--- src/rtl/mac_pkg.sv ---
// Shared types for the pipelined multiply-accumulate unit.
// Payload fields are sized for the widest supported WIDTH; narrower instances use the low bits.
package mac_pkg;

  localparam int unsigned MAC_MAX_WIDTH = 32;

  typedef enum logic [1:0] {
    MAC_MODE_MAC   = 2'b00,
    MAC_MODE_ACC   = 2'b01,
    MAC_MODE_LOAD  = 2'b10,
    MAC_MODE_CLEAR = 2'b11
  } mac_mode_t;

  typedef struct packed {
    logic [2*MAC_MAX_WIDTH-1:0] product;
    logic [MAC_MAX_WIDTH-1:0]   c;
    mac_mode_t                  mode;
  } mac_s1_t;

endpackage

--- src/rtl/mac_sat.sv ---
// Reduces the (2*WIDTH+1)-bit full result to WIDTH bits by truncation or clamping,
// flagging any value that does not survive the reduction.
module mac_sat #(
  parameter int unsigned WIDTH    = 16,
  parameter bit          SIGNED   = 1'b0,
  parameter bit          SATURATE = 1'b0
) (
  input  logic [2*WIDTH:0]  full_i,
  output logic [WIDTH-1:0]  result_o,
  output logic              sat_o
);

  localparam int unsigned FW = 2 * WIDTH + 1;

  logic fits;

  always_comb begin
    // In range when every bit above the result's sign/MSB is pure extension.
    if (SIGNED) begin
      fits = (full_i[FW-1:WIDTH-1] == {(WIDTH + 2){full_i[FW-1]}});
    end else begin
      fits = (full_i[FW-1:WIDTH] == '0);
    end
    sat_o    = !fits;
    result_o = full_i[WIDTH-1:0];
    if (SATURATE && !fits) begin
      if (!SIGNED) begin
        result_o = '1;
      end else if (full_i[FW-1]) begin
        result_o = {1'b1, {(WIDTH - 1){1'b0}}};
      end else begin
        result_o = {1'b0, {(WIDTH - 1){1'b1}}};
      end
    end
  end

endmodule

--- src/rtl/mac_pipe.sv ---
// Two-stage pipelined multiply-accumulate with valid/ready handshakes on both sides.
// S1 holds the product and operands; S2 holds the reduced result and updates the accumulator.
module mac_pipe
  import mac_pkg::*;
#(
  parameter int unsigned WIDTH    = 16,
  parameter bit          SIGNED   = 1'b0,
  parameter bit          SATURATE = 1'b0
) (
  input  logic             clock,
  input  logic             reset_n,
  input  logic             io_in_valid,
  output logic             io_in_ready,
  input  logic [WIDTH-1:0] io_a,
  input  logic [WIDTH-1:0] io_b,
  input  logic [WIDTH-1:0] io_c,
  input  logic [1:0]       io_mode,
  output logic             io_out_valid,
  input  logic             io_out_ready,
  output logic [WIDTH-1:0] io_out,
  output logic             io_out_sat
);

  localparam int unsigned PW = 2 * WIDTH;
  localparam int unsigned FW = PW + 1;

  logic             s1_valid_q, s1_valid_d;
  logic             s2_valid_q, s2_valid_d;
  mac_s1_t          s1_q, s1_d;
  logic [WIDTH-1:0] acc_q;
  logic [WIDTH-1:0] out_q;
  logic             sat_q;

  logic s1_ready, s2_ready, in_fire, s1_adv;

  assign s2_ready    = !s2_valid_q || io_out_ready;
  assign s1_ready    = !s1_valid_q || s2_ready;
  assign in_fire     = io_in_valid && s1_ready;
  assign s1_adv      = s1_valid_q && s2_ready;
  assign io_in_ready = s1_ready;

  // Stage 1: full-precision product; low PW bits of the extended product are exact either way.
  logic [PW-1:0] a_ext, b_ext, prod;

  assign a_ext = {{WIDTH{SIGNED & io_a[WIDTH-1]}}, io_a};
  assign b_ext = {{WIDTH{SIGNED & io_b[WIDTH-1]}}, io_b};
  assign prod  = a_ext * b_ext;

  always_comb begin
    s1_d                  = '0;
    s1_d.product[PW-1:0]  = prod;
    s1_d.c[WIDTH-1:0]     = io_c;
    s1_d.mode             = mac_mode_t'(io_mode);
  end

  // Stage 2: form the full sum and reduce it.
  logic [PW-1:0]    p;
  logic [WIDTH-1:0] cv;
  logic [FW-1:0]    p_ext, c_ext, acc_ext, full;
  logic [WIDTH-1:0] red;
  logic             red_sat;

  assign p       = s1_q.product[PW-1:0];
  assign cv      = s1_q.c[WIDTH-1:0];
  assign p_ext   = {SIGNED & p[PW-1], p};
  assign c_ext   = {{(WIDTH + 1){SIGNED & cv[WIDTH-1]}}, cv};
  assign acc_ext = {{(WIDTH + 1){SIGNED & acc_q[WIDTH-1]}}, acc_q};

  always_comb begin
    full = '0;
    unique case (s1_q.mode)
      MAC_MODE_MAC:   full = p_ext + c_ext;
      MAC_MODE_ACC:   full = acc_ext + p_ext;
      MAC_MODE_LOAD:  full = c_ext;
      MAC_MODE_CLEAR: full = '0;
    endcase
  end

  mac_sat #(
    .WIDTH    (WIDTH),
    .SIGNED   (SIGNED),
    .SATURATE (SATURATE)
  ) u_sat (
    .full_i   (full),
    .result_o (red),
    .sat_o    (red_sat)
  );

  // A stage refills whenever it is empty or its contents move on.
  always_comb begin
    s1_valid_d = s1_valid_q;
    s2_valid_d = s2_valid_q;
    if (s1_ready) s1_valid_d = io_in_valid;
    if (s2_ready) s2_valid_d = s1_valid_q;
  end

  always_ff @(posedge clock or negedge reset_n) begin
    if (!reset_n) begin
      s1_valid_q <= 1'b0;
      s2_valid_q <= 1'b0;
      s1_q       <= '0;
      acc_q      <= '0;
      out_q      <= '0;
      sat_q      <= 1'b0;
    end else begin
      s1_valid_q <= s1_valid_d;
      s2_valid_q <= s2_valid_d;
      if (in_fire) s1_q <= s1_d;
      if (s1_adv) begin
        acc_q <= red;
        out_q <= red;
        sat_q <= red_sat;
      end
    end
  end

  assign io_out_valid = s2_valid_q;
  assign io_out       = out_q;
  assign io_out_sat   = sat_q;

  // Upper payload bits exist only for wider instances.
  logic unused_s1;
  assign unused_s1 = ^s1_q;

endmodule

--- config.mk ---
export PLATFORM = sky130hd
export DESIGN_NAME = mac_pipe
export DESIGN_NICKNAME = d
export VERILOG_FILES = /design/src/rtl/mac_pkg.sv /design/src/rtl/mac_sat.sv /design/src/rtl/mac_pipe.sv
export SDC_FILE = /design/constraint.sdc
export NUM_CORES = 1
export LEC_CHECK = 0
export BUFFER_PORTS_ARGS = -buffer_cell sky130_fd_sc_hd__buf_2
export CORE_ASPECT_RATIO = 1.4
export CORE_UTILIZATION = 45
export CTS_BUF_LIST = sky130_fd_sc_hd__clkbuf_8
export DETAILED_ROUTE_END_ITERATION = 12
export GPL_ROUTABILITY_DRIVEN = 0
export PLACE_DENSITY = 0.63
export SETUP_SLACK_MARGIN = 0.5
export SYNTH_ARGS = -nofsm -noshare
export SYNTH_HDL_FRONTEND = slang
export SYNTH_SLANG_ARGS = --single-unit
export TNS_END_PERCENT = 50
--- constraint.sdc ---
create_clock -name clock -period 9.8 [get_ports clock]
set_input_delay 1.47 -clock clock [delete_from_list [all_inputs] [get_ports clock]]
set_output_delay 1.47 -clock clock [all_outputs]
set_load 0.01 [all_outputs]
# After elaboration in Yosys (flattened, before gate mapping)
# Cells that the tools add are included.
# totals
register_bits	69
output_inout_bits	19
# op_classes
muxes	1
n_eq_ne	3
n_addsub	2
mul	1
n_reduce_logical	9
# ops
operator	n
$pmux 33 s4	1
$add 16x32->33	1
$add 32x16->33	1
$mul 16x16->32	1
$logic_not 17->1	1
$eq 2x2->1 const B	2
$logic_not 1->1	3
$eq 2x1->1 const B	1
$logic_and 1x1->1	2
$logic_not 2->1	1
$logic_or 1x1->1	2

# Longest topological paths before layout
# logic_depth
depth_word	4
depth_mapped	23
depth_no_buf	22

# Cells and area by module
# A second synthesis with hierarchy kept.
# hier_totals
cells_unflattened	1463
area_unflattened_um2	12688.4
# by_module_without_submodules
mod	instances	area_each_um2	cells_each
mac_pipe	1	12532.0	1441
mac_sat	1	156.4	22

# Worst setup path after synthesis
# Ideal clock, no wire load.
# synth_path
path_type	input to register
startpoint	in io_a[7]
endpoint	reg s1_q (netlist bit p[28])
required_time_ns	9.669
slack_ns	2.689
setup_time_ns	0.131
path_stages	21
arrival_ns	6.979
cell_sequence	clkbuf_1 -> nand2_1 -> fa_1 -> inv_1 -> fa_1 -> inv_1 -> fa_1 -> inv_1 -> fa_1 -> fa_1 -> inv_1 -> fa_1 -> inv_1 -> ha_1 -> or2_2 -> a31oi_1 -> o221a_1 -> a211oi_2 -> a31o_2 -> o2111a_1 -> or3_1
# synth_via
elab_chain_len	1
# synth_lines
item	line_no	text
start: declaration	mac_pipe.sv:14	input logic [WIDTH-1:0] io_a,
$mul 16x16->32	mac_pipe.sv:47	assign prod = a_ext * b_ext;
end signal: assignment	mac_pipe.sv:101	s1_q <= '0;
end signal: assignment	mac_pipe.sv:108	if (in_fire) s1_q <= s1_d;
end: declaration	mac_pipe.sv:29	mac_s1_t s1_q, s1_d;
# Every way passes these cells.
# A chain may end at the register's enable or synchronous reset.

# Worst setup path after layout
# layout_path
startpoint	in io_b[1]
endpoint	reg s1_q (netlist bit p[30])
# layout_via
elab_chain_len	1
# layout_lines
item	line_no	text
start: declaration	mac_pipe.sv:15	input logic [WIDTH-1:0] io_b,
$mul 16x16->32	mac_pipe.sv:47	
# Every way passes these cells.

==> flow_metrics.py <==
metrics = {
    "synthesis": {
        "synthAdderAreaFrac_pct": 43.4,
        "synth.distinct_cells": 70,
        "synthMuxAreaShare_pct": 1.62,
        "async_reset_ff_share_pct": 100,
        "synth_top_flop_cell": "dfrtp_1",
        "synthSimpleGateAreaFrac_pct": 19.0,
        "netlist_instances": 1433,
        "ys_ff_latch": 69,
        "synth_enable_flop_cells": 0,
        "synth-xor-area-share_pct": 2.60,
        "syn_nets": 1802,
        "avgSynthCellArea_sq_um": 8.69,
        "synth_top_family_by_area": "adder cells",
        "synthesis.area_sq_mm": 0.0125,
        "synth_compound_area_share_pct": 10.3,
        "yosys_warnings": 0,
        "ys_seq_area_share_pct": 13.9,
    },
    "clock_network": {
        "hold_buffers": 0,
        "clock_latency_ns": 0.35,
        "cts_max_level": 3,
        "cts_buffers": 9,
        "clockBufferDepth": 2,
        "cts_resized": 0,
        "cts_tree": "done",
        "path_clk_slew_ns": 0.07,
        "clock_sinks": 69,
        "cts_setup_buffers": 0,
        "root_buffer": "clkbuf_8",
    },
    "worst_setup_path": {
        "crit_path_cell_trace": "buf_2 > nand2_1 > fa_1 > fa_1 > fa_1 > inv_1 > fa_1 > fa_1 > inv_1 > fa_1 > inv_1 > ha_1 > nand4_2 > nor4_4 > nand2_1 > o221a_1 > a211oi_2 > a31o_2 > or4b_1 > nand3_1",
        "r2r_cells": 13,
        "r2r_start": "s1_q[1]",
        "crit_path_top_delay_cell": "fa_1",
        "rrSetupSlack_ns": 5.63,
        "cp_num_buf_inv": 4,
        "critPathArrivalTime_ns": 7.43,
        "cp-start-kind": "input port",
        "reg2reg_to": "io_out_sat",
        "cp_top_family": "adder cells",
        "path_max_fanout": 16,
        "required_ns": 10.09,
        "crit_type": "in2reg",
        "crit_top_cell": "fa_1",
        "worstSetupEndpointType": "flip-flop",
        "critPathMaxStageDelay_ns": 0.53,
    },
    "layout": {
        "finalNetCount": 1834,
        "syn_to_final_growth_pct": 6.94,
        "multi_input_area_sq_mm": 0.00959,
        "seqCellArea_sq_mm": 0.00173,
        "fin_cells": 1834,
        "num_antenna_cells": 0,
        "post_route_cells_drive_above_1_share_pct": 8.24,
        "nFillCells": 2709,
    },
    "floorplanning": {
        "num_rows": 71,
        "core_area_sq_mm": 0.0270,
        "fp.dieW_um": 143,
        "dieArea_sq_mm": 0.0284,
        "start_util_pct": 46.1,
        "die_h_um": 199,
        "ios": 73,
    },
    "placed_design": {
        "hpwl_um": 23500,
        "portBuffers": 72,
        "dp_cells": 1819,
    },
    "timing": {
        "finClkSkew_ns": 0.00623,
        "finalSetupViolCount": 0,
        "finalHoldViolCount": 0,
        "relSlewSlack_pct": 27.9,
        "slew_viol_final": 0,
        "fin_setup_tns_ns": 0,
        "post-route-period-util_pct": 72.8,
        "period_needed_ns": 7.14,
        "rsz0062_at_grt": "false",
        "tightest_slew_ns": 1.08,
        "max_freq_mhz": 140,
    },
    "routing": {
        "avgRoutedWirePerCell_um": 16.0,
        "drcViolationCount": 0,
        "drt_first_iter_violations": 368,
        "wirelength_um": 29400,
        "ant_nets": 0,
        "viasPerCell": 5.22,
        "dr.pass1.iters": 5,
        "vias": 9570,
    },
    "global_route": {
        "grt_max_degree": 80,
        "grt_antenna_before_repair": 0,
        "overflow": 0,
        "grt_pass1_wl_um": 49400,
        "grt_pass1_vias": 10067,
        "grt_use_total_pct": 22.3,
    },
    "worst_hold_path": {
        "min_to": "p[0]",
        "hold_path.startpoint": "p[0]",
        "whs_path_depth": 2,
        "min_path_type": "reg2reg",
    },
    "status": {
        "outcome": "completed",
    },
    "run": {
        "drv_cap": 0,
    },
}
-- routing by layer --
| layer | vias up | global-route usage, % | wire length [um] |
|---|---|---|---|
| met4 | 0 | 8.84 | 845 |
| met3 | 45 | 1.49 | 863 |
| li1 | 4597 | - | - |
| met1 | 4741 | 27.7 | 12900 |
| met5 | - | 0 | 0 |
| met2 | 187 | 40.0 | 14800 |
-- layout by cell type, fill, tap and decap left out, types with 3 or more instances in the layout --
cell,count
xnor2_1,25
nand2_1,262
a31oi_1,5
o21ai_1,8
o31ai_1,5
and3_1,5
o21bai_1,7
mux2_2,17
dfrtp_1,69
fa_1,195
nand2b_1,6
a21o_1,9
buf_2,72
o21ai_0,55
nor2_1,29
clkbuf_8,11
a211oi_1,6
o2111ai_1,3
o31a_1,3
o21a_1,10
and2_1,125
a21oi_1,39
nor4_1,3
nand4_1,7
a2111oi_0,3
nor3_1,12
a22oi_1,10
buf_4,4
inv_1,250
ha_1,120
xor2_1,12
nand3_1,21
nor2b_1,4
or3_1,6
-- state kept, by name, summed over array words and instances (netlist names) --
| signal | flops |
|---|---|
| c_ext | 16 |
| io_out | 16 |
| io_out_sat | 1 |
| io_out_valid | 1 |
| p | 32 |
| s1_q | 2 |
| s1_valid_q | 1 |
-- layout make-up --
| type | instances | share of cell area (%) |
|---|---|---|
| multi-input combinational | 1060 | 72.0 |
| clock inverter | 4 | 0.545 |
| sequential | 69 | 13.0 |
| timing repair buffer | 76 | 2.93 |
| tap | 365 | 3.43 |
| inverter | 249 | 7.02 |
| clock buffer | 11 | 1.14 |
-- synth_stat cells, types with 3 or more instances --
library cell | n | area [sq um]
nand2_1 | 263 | 987
inv_1 | 249 | 935
fa_1 | 195 | 3900
and2_1 | 125 | 782
ha_1 | 120 | 1500
dfrtp_1 | 69 | 1730
o21ai_0 | 55 | 275
clkbuf_1 | 51 | 191
a21oi_1 | 39 | 195
nor2_1 | 29 | 109
xnor2_1 | 25 | 219
nand3_1 | 21 | 105
mux2_2 | 17 | 191
nor3_1 | 12 | 60.1
xor2_1 | 12 | 105
a22oi_1 | 10 | 75.1
o21a_1 | 10 | 75.1
a21o_1 | 9 | 67.6
o21ai_1 | 8 | 40.0
nand4_1 | 7 | 43.8
o21bai_1 | 7 | 52.6
a211oi_1 | 6 | 45.0
nand2b_1 | 6 | 37.5
or3_1 | 6 | 37.5
a31oi_1 | 5 | 31.3
and3_1 | 5 | 31.3
o31ai_1 | 5 | 37.5
nor2b_1 | 4 | 25.0
a2111oi_0 | 3 | 26.3
nor4_1 | 3 | 18.8
o2111ai_1 | 3 | 26.3
o31a_1 | 3 | 26.3
-- worst max-delay path by stage --
stage	end	slack [ns]	start	cells past startpoint
5_1_grt	p[30]	2.38	io_b[1]	20
4_1_cts	p[30]	2.67	io_b[1]	20
3_3_place_gp	p[28]	2.35	io_b[7]	21
2_1_floorplan	p[28]	2.69	io_a[7]	21
3_5_place_dp	p[30]	2.29	io_b[1]	20
6_report	p[30]	2.66	io_b[1]	20
-- tightest hold or removal path, stage by stage (launching register included) --
cell and delay, ns:
dfrtp_1 0.36, nand2_1 0.05, nand2_1 0.05
-- logic make-up (layout without fill, tap and decap cells) --
group	Yosys count	count (layout)
AO/OA/AOI/OAI	195	195
flip-flops	69	69
XOR/XNOR	37	37
multiplexers	18	18
buffers and inverters	304	340
adder cells (fa/ha/maj)	315	315
AND/OR/NAND/NOR	495	495
-- through the flow --
stage / worst slack, ns / utilization [%] / area [sq um] / hold slack (ns)
after floorplan: 2.69 / - / 12500 / 0.445
after global placement: 2.35 / 48.5 / 13100 / 0.466
after detailed placement: 2.29 / 48.5 / 13100 / 0.464
after CTS: 2.67 / 49.3 / 13300 / 0.485
after global routing: 2.38 / 49.3 / 13300 / 0.516
final: 2.66 / 49.3 / 13300 / 0.483
Power is not shown: default switching activity piles up to over one toggle a cycle in this logic, so the estimate is an artifact.
